## config.mk

```make
export PLATFORM = sky130hd
export DESIGN_NAME = fir_coef_ctrl
export DESIGN_NICKNAME = d
export VERILOG_FILES = /design/src/rtl/fir_ctrl_pkg.sv /design/src/rtl/fir_coef_bank.sv /design/src/rtl/fir_coef_ctrl.sv
export SDC_FILE = /design/constraint.sdc
export NUM_CORES = 1
export LEC_CHECK = 0
export BUFFER_PORTS_ARGS = -buffer_cell sky130_fd_sc_hd__buf_4
export CAP_MARGIN = 20
export CORE_MARGIN = 2
export CORE_UTILIZATION = 39
export DETAILED_ROUTE_END_ITERATION = 8
export PLACE_DENSITY = 0.61
export SYNTH_ARGS = -nofsm -noshare
export SYNTH_HDL_FRONTEND = slang
export SYNTH_SLANG_ARGS = --single-unit
```

## constraint.sdc

```tcl
create_clock -name clk_main -period 23.6 [get_ports clk_main]
set_input_delay 2.36 -clock clk_main [delete_from_list [all_inputs] [get_ports clk_main]]
set_output_delay 2.36 -clock clk_main [all_outputs]
set_load 0.03 [all_outputs]
```

## src/rtl/fir_ctrl_pkg.sv

```systemverilog
// Shared types and sizing helpers for the FIR coefficient controller and the FIR wrapper.
package fir_ctrl_pkg;

  typedef enum logic [1:0] {
    RUN   = 2'd0,
    SWAP  = 2'd1,
    BLANK = 2'd2
  } state_t;

  // Pipeline stages the systolic FIR adds on top of one stage per tap.
  localparam int FIR_PIPE_EXTRA = 6;

  function automatic int coef_idx_w(input int filt_depth);
    return (filt_depth / 2 > 1) ? $clog2(filt_depth / 2) : 1;
  endfunction

  function automatic int pipe_latency(input int filt_depth);
    return filt_depth + FIR_PIPE_EXTRA;
  endfunction

endpackage

```

## src/rtl/fir_coef_bank.sv

```systemverilog
// Shadow/active coefficient storage: beats land in the shadow bank, a swap copies it
// wholesale into the active bank that feeds the FIR.
module fir_coef_bank import fir_ctrl_pkg::*; #(
  parameter int COEF_WIDTH = 16,
  parameter int NUM_COEF   = 32,
  parameter int ADDR_W     = 5
) (
  input  logic                           clk_i,
  input  logic                           rst_ni,
  input  logic                           wr_en_i,
  input  logic [ADDR_W-1:0]              wr_addr_i,
  input  logic [COEF_WIDTH-1:0]          wr_data_i,
  input  logic                           swap_i,
  output logic [NUM_COEF*COEF_WIDTH-1:0] coef_o,
  output logic                           all_written_o
);

  logic [COEF_WIDTH-1:0] shadow_q [NUM_COEF];
  logic [COEF_WIDTH-1:0] active_q [NUM_COEF];
  logic [NUM_COEF-1:0]   written_q;
  logic [NUM_COEF-1:0]   written_d;
  logic [NUM_COEF-1:0]   wr_onehot;

  always_comb begin
    wr_onehot = '0;
    if (wr_en_i) wr_onehot[wr_addr_i] = 1'b1;
  end

  // Counts the beat being written this cycle, so a commit beat can complete the set.
  assign all_written_o = &(written_q | wr_onehot);

  always_comb begin
    written_d = written_q | wr_onehot;
    if (swap_i) written_d = '0;
  end

  always_ff @(posedge clk_i) begin
    if (!rst_ni) begin
      for (int h = 0; h < NUM_COEF; h++) begin
        shadow_q[h] <= '0;
        active_q[h] <= '0;
      end
      written_q <= '0;
    end else begin
      written_q <= written_d;
      if (wr_en_i) shadow_q[wr_addr_i] <= wr_data_i;
      if (swap_i) begin
        for (int h = 0; h < NUM_COEF; h++) active_q[h] <= shadow_q[h];
      end
    end
  end

  for (genvar h = 0; h < NUM_COEF; h++) begin : g_flat
    assign coef_o[h*COEF_WIDTH +: COEF_WIDTH] = active_q[h];
  end

endmodule

```

## src/rtl/fir_coef_ctrl.sv

```systemverilog
// Runtime coefficient controller: atomic shadow->active commit and output-valid masking
// for one full FIR pipeline latency after each swap.
module fir_coef_ctrl import fir_ctrl_pkg::*; #(
  parameter int COEF_WIDTH    = 16,
  parameter int FILT_DEPTH    = 64,
  parameter int OUTDATA_WIDTH = 16,
  parameter int PIPE_LATENCY  = pipe_latency(FILT_DEPTH)
) (
  input  logic                                    clk_main,
  input  logic                                    rst_n,
  // Config port: a beat transfers on a rising edge where cfg_vld and cfg_rdy are both high;
  // the requester holds cfg_addr/cfg_data/cfg_last stable while cfg_vld waits for cfg_rdy.
  input  logic                                    cfg_vld,
  output logic                                    cfg_rdy,
  input  logic [coef_idx_w(FILT_DEPTH)-1:0]       cfg_addr,
  input  logic [COEF_WIDTH-1:0]                   cfg_data,
  input  logic                                    cfg_last,
  output logic                                    cfg_err,
  output logic [(FILT_DEPTH/2)*COEF_WIDTH-1:0]    coef_out,
  output logic [7:0]                              coef_gen,
  input  logic                                    fir_vld_in,
  input  logic [OUTDATA_WIDTH-1:0]                fir_data_in,
  output logic                                    m_vld,
  output logic [OUTDATA_WIDTH-1:0]                m_data,
  output logic                                    busy,
  output state_t                                  dbg_state
);

  localparam int NUM_COEF = FILT_DEPTH / 2;
  localparam int ADDR_W   = coef_idx_w(FILT_DEPTH);
  localparam int CNT_W    = $clog2(PIPE_LATENCY + 1);
  localparam logic [CNT_W-1:0] BLANK_LOAD = CNT_W'(PIPE_LATENCY);
  localparam logic [CNT_W-1:0] CNT_ONE    = CNT_W'(1);

  state_t           state_q;
  logic [CNT_W-1:0] blank_cnt_q;
  logic [7:0]       coef_gen_q;
  logic             cfg_err_q;
  logic             cfg_fire;
  logic             all_written;

  assign cfg_rdy  = (state_q == RUN);
  assign cfg_fire = cfg_vld & cfg_rdy;

  fir_coef_bank #(
    .COEF_WIDTH (COEF_WIDTH),
    .NUM_COEF   (NUM_COEF),
    .ADDR_W     (ADDR_W)
  ) u_bank (
    .clk_i         (clk_main),
    .rst_ni        (rst_n),
    .wr_en_i       (cfg_fire),
    .wr_addr_i     (cfg_addr),
    .wr_data_i     (cfg_data),
    .swap_i        (state_q == SWAP),
    .coef_o        (coef_out),
    .all_written_o (all_written)
  );

  // The blanking counter counts clocks, not samples: the FIR shifts every cycle.
  always_ff @(posedge clk_main) begin
    if (!rst_n) begin
      state_q     <= RUN;
      blank_cnt_q <= '0;
      coef_gen_q  <= '0;
      cfg_err_q   <= 1'b0;
    end else begin
      cfg_err_q <= 1'b0;
      unique case (state_q)
        RUN: begin
          if (cfg_fire && cfg_last) begin
            if (all_written) state_q   <= SWAP;
            else             cfg_err_q <= 1'b1;
          end
        end
        SWAP: begin
          coef_gen_q  <= coef_gen_q + 8'd1;
          blank_cnt_q <= BLANK_LOAD;
          state_q     <= BLANK;
        end
        BLANK: begin
          blank_cnt_q <= blank_cnt_q - CNT_ONE;
          if (blank_cnt_q == CNT_ONE) state_q <= RUN;
        end
        default: begin
          state_q     <= RUN;
          blank_cnt_q <= '0;
        end
      endcase
    end
  end

  assign cfg_err   = cfg_err_q;
  assign coef_gen  = coef_gen_q;
  assign busy      = (state_q != RUN);
  assign m_vld     = fir_vld_in & (state_q == RUN);
  assign m_data    = fir_data_in;
  assign dbg_state = state_q;

endmodule

```

* Yosys cells after proc, flatten, opt, wreduce, memory -nomap -nowiden
Memory sizes are Yosys's and may differ from the RTL's.
Index checks and enable logic that the tools add are counted.
** Cells by class
- $add $sub $neg :: 2
- Order comparisons :: 2
- Equal/unequal tests :: 6
- Mux-type cells :: 51
- Bitwise operators :: 36
- Reductions and logical operators :: 9
** Operator list (number)
- $mux 16 :: 33
- $mux 32 :: 1
- $or 1x1->1 :: 32
- $or 32x32->32 :: 1
- $reduce_and 32->1 :: 1
- $pmux 7 s3 :: 1
- $reduce_or 16->1 :: 1
- $mux 1 :: 10
- $add 8x1->8 const B :: 1
- $eq 7x1->1 const B :: 1
- $sub 7x1->7 const B :: 1
- $lt 5x6->1 const B :: 1
- $mux 2 :: 3
- $pmux 2 s3 :: 1
- $reduce_and 3->1 :: 2
- $demux 1 s5 :: 1
- $ge 5x1->1 const B :: 1
- $mux 5 :: 1
- $ne 2x1->1 const B :: 2
- $and 1x1->1 :: 2
- $eq 2x1->1 const B :: 1
- $eq 2x2->1 const B :: 1
- $logic_and 1x1->1 :: 2
- $logic_not 2->1 :: 1
- 4 further kinds :: 4
** Word-level totals
- Register bits :: 50
- RAM bits :: 1024
- Input bits :: 42
- Output and inout port bits :: 542
- Logic and storage cells :: 113
- Memories kept :: 2
** Memories
- u_bank.active_q :: depth 32, width 16, read ports 32, clocked after memory_dff 0, wr ports 32, RTL line fir_coef_bank.sv:19 : logic [COEF_WIDTH-1:0] active_q [NUM_COEF];
- u_bank.shadow_q :: depth 32, width 16, read ports 32, clocked after memory_dff 0, wr ports 32, RTL line fir_coef_bank.sv:18 : logic [COEF_WIDTH-1:0] shadow_q [NUM_COEF];

* Depth between registers and ports, before layout
- Depth after elaboration :: 10
- Mapped depth :: 11
- Depth with buffers taken out :: 8

* By module
Synthesis repeated with hierarchy kept, for this count alone.
** Second synthesis, totals
- Cells, all modules :: 2581
- Area, all modules :: 40572.7 µm²
** By module, submodules not included
- fir_coef_bank :: instances 1, cells an instance 2460, area an instance 39539.2 µm², sequential area each 31390.1 µm²
- fir_coef_ctrl :: instances 1, cells an instance 121, area an instance 1033.5 µm², sequential area each 360.3 µm²

* Worst setup path after synthesis
Ideal clock, no wire load.
- Path kind :: in2reg
- From :: input rst_n
- To :: memory u_bank.active_q[0][0], enable pin
- Library setup time :: 1.076 ns
- Arrival :: 16.767 ns
- Data required time :: 22.524 ns
- Path slack :: 5.757 ns
- Stages on the path :: 4
- Buffers on the path :: 3
- Path through :: clkbuf_1 > nand2b_1 > clkbuf_1 > clkbuf_1
** RTL lines
- from (decl) :: RTL line fir_coef_ctrl.sv:10 : input logic rst_n,
- to (decl) :: RTL line fir_coef_bank.sv:19

==> impl_metrics.json <==
{
  "status": "finished, final reports clean",
  "synth_edf_count": 1024,
  "synth_area_per_cell_um2": 15.7,
  "worstPathArrival_ns": 6.09,
  "end_kind": "flip-flop",
  "postRouteAntennaNets": 0,
  "dr.pass1.iters": 5,
  "pwr-share-clk": 0.413,
  "yosys-top-cells-count": "1,024 x edfxtp_1, 742 x and2_1, 292 x and3_1, 181 x clkbuf_1, 71 x nor2_1",
  "fin_ws_ns": 17.82,
  "holdBufCountCts": 0,
  "p_sw_frac": 0.233,
  "drc": 0,
  "core_area_um2": 103000,
  "synthCells": 2583,
  "grt_setup_unrepaired": "no",
  "ys_types": 42,
  "max_stage_delay_ns": 0.89,
  "routed_wl_mm": 108,
  "gp_congestion": 0.758,
  "worstSkewPairLatency_ns": 0.70,
  "setup_viol": 0,
  "cts_tree": "yes",
  "sequentialPowerShare": 0.522,
  "drt-initial-drc-count": 2011,
  "place_ws_ns": 17.04,
  "ctsResizeCount": 0,
  "async_flop_share": 0,
  "area.growth.synth_to_final_pct": 22.0,
  "vias_per_cell": 4.89,
  "slew_viol_final": 0,
  "dpl_cell_area_um2": 45800,
  "combinationalPowerShare": 0.065,
  "critPathTopFamily": "buffers and inverters",
  "critPathKind": "in2reg",
  "detail_route.wl_per_cell_um": 23.8,
  "cp_slowest_cell": "buf_4",
  "io_pins": 584,
  "finalNetCount": 3110,
  "fin_skew_ns": 0.0232,
  "relSlewSlack": 0.211,
  "yosysWarnings": 0,
  "p_leak_uw": 0.0200,
  "die_w_um": 326,
  "post-cts-setup-buffer-count": 0,
  "cp_common_cell": "buf_4",
  "cp_max_fo": 111,
  "clkSinkCount": 1074,
  "clkTransAtPathRegs_ns": 0.06,
  "hold_viol": 0,
  "yosysTopAreaCellShare": 0.758,
  "synth-main-ff-cell": "edfxtp_1",
  "numCtsBuffers": 109,
  "critPathBufInv": 4,
  "grt.total_usage": 0.198,
  "vias": 22200,
  "worst_pin_slew_ns": 1.18,
  "grt_max_degree": 282,
  "drive_above_1_share": 0.240,
  "fin_crit_ns": 5.78,
  "hpwl_mm": 62.8,
  "start_kind": "input pin",
  "power.switching_uw": 976,
  "min_path_type": "reg2reg",
  "synth-seq-cells": 1074,
  "cts_buffer_depth": 3,
  "stdcell_area_um2": 49400,
  "vdd_drop_max_v": 0.0000530,
  "cts-root-buf": "clkbuf_16",
  "cp_cell_sequence": "buf_8 > nand2b_4 > buf_4 > buf_4 > buf_4",
  "synth.area.top_cells": "edfxtp_1 76%, and2_1 11%, and3_1 4.5%",
  "port_buffers": 551,
  "grt-ovfl-total": 0,
  "chipHeight_um": 326,
  "grt_pass1_vias": 21400,
  "synth_nets": 2632,
  "die-area_um2": 107000,
  "antenna_found_initial": 18,
  "fillers": 8952,
  "crit_required_ns": 23.91,
  "finalSetupTns_ns": 0,
  "intPower_uw": 3220,
  "synth_largest_area_cell": "edfxtp_1",
  "start_util": 0.392,
  "power_density_nw_per_um2": 84.8,
  "grt_pass1_wl_mm": 152,
  "synth_area_um2": 40500,
  "htree_levels": 3,
  "cap_violations": 0,
  "min_period_over_period": 0.245,
  "rows": 118,
  "max_freq_ghz": 0.173,
  "synth_seq_area_share": 0.783,
  "synthMostInstantiatedCell": "edfxtp_1"
}
-- path summary, 6_finish.rpt --
check	startpoint	end	slack, ns	depth (start not counted)
min	u_bank.written_q[27]	u_bank.written_q[27]	0.45	2
max reg2reg	dbg_state[1]	u_bank.active_q[0][83]	18.97	6
min reg2reg	u_bank.written_q[27]	u_bank.written_q[27]	0.45	2
max	rst_n	u_bank.active_q[0][83]	17.82	5
-- cell usage in the layout, fill, tap and decap left out, types with 7 or more instances in the layout --
cell type,count
nand4_1,8
clkbuf_8,7
diode_2,9
a21oi_1,34
clkbuf_1,22
clkbuf_16,111
clkinv_2,22
nand2_1,61
bufinv_16,10
clkinv_1,21
nor2_1,71
buf_4,571
edfxtp_1,1024
and2_1,742
nor4_1,9
and3_1,292
dfxtp_1,50
-- flip-flops by register name, indices dropped and copies added, names as in the netlist --
register / cells
u_bank.active_q: 512
u_bank.shadow_q: 512
u_bank.written_q: 32
coef_gen: 8
blank_cnt_q: 7
dbg_state: 2
cfg_err: 1
-- final cells by class --
class | instances | area, um2 | area share
Multi-Input combinational cell | 1291 | 7900 | 0.160
Antenna cell | 9 | 22.5 | 0.000455
Timing Repair Buffer | 579 | 4430 | 0.0896
Inverter | 6 | 22.5 | 0.000455
Sequential cell | 1074 | 31800 | 0.642
Tap cell | 1380 | 1730 | 0.0349
Clock buffer | 140 | 2940 | 0.0594
Clock inverter | 67 | 657 | 0.0133
-- power by group through the flow --
| stage | Combinational, uW | Sequential (uW) | Clock [uW] |
|---|---|---|---|
| CTS | 277 | 2190 | 1770 |
| global placement | 274 | 2230 | 0 |
| floorplan | 64.7 | 2330 | 0 |
| detailed placement | 277 | 2230 | 0 |
| finish | 272 | 2190 | 1730 |
| global route | 286 | 2190 | 1840 |
-- cells by family after synthesis --
logic type                 share of synthesized area
AOI/OAI and AO/OA                            0.00846
xor gates and xnor gates                     0.00151
adders and majority gates                    0.00216
buffers and inverters                         0.0227
DFF                                            0.783
muxes                                       0.000741
and+or+nand+nor                                0.181
-- worst register-to-register path, cell delays in order, from the launching register on --
cell and delay [ns]:
dfxtp_1 0.34, inv_1 0.14, ha_4 0.31, nand2b_4 0.74
buf_4 0.90, buf_4 0.88, buf_4 0.85
-- routing by layer --
layer / global-route usage / wire, um / vias up
li1: - / - / 10100
met1: 0.265 / 44100 / 11100
met2: 0.323 / 52800 / 828
met3: 0.0379 / 7750 / 175
met4: 0.0713 / 3310 / 6
met5: 0 / 41 / -
-- stage by stage --
stage,hold slack [ns],util,power (uW),cells
after global placement,0.432,0.443,2500,4323
after floorplan,0.424,-,2390,2583
after global routing,0.478,0.478,4320,4539
after detailed placement,0.443,0.443,2510,4327
after CTS,0.457,0.478,4230,4534
final,0.452,0.478,4190,4546
Power figures use the tool's default switching activity.
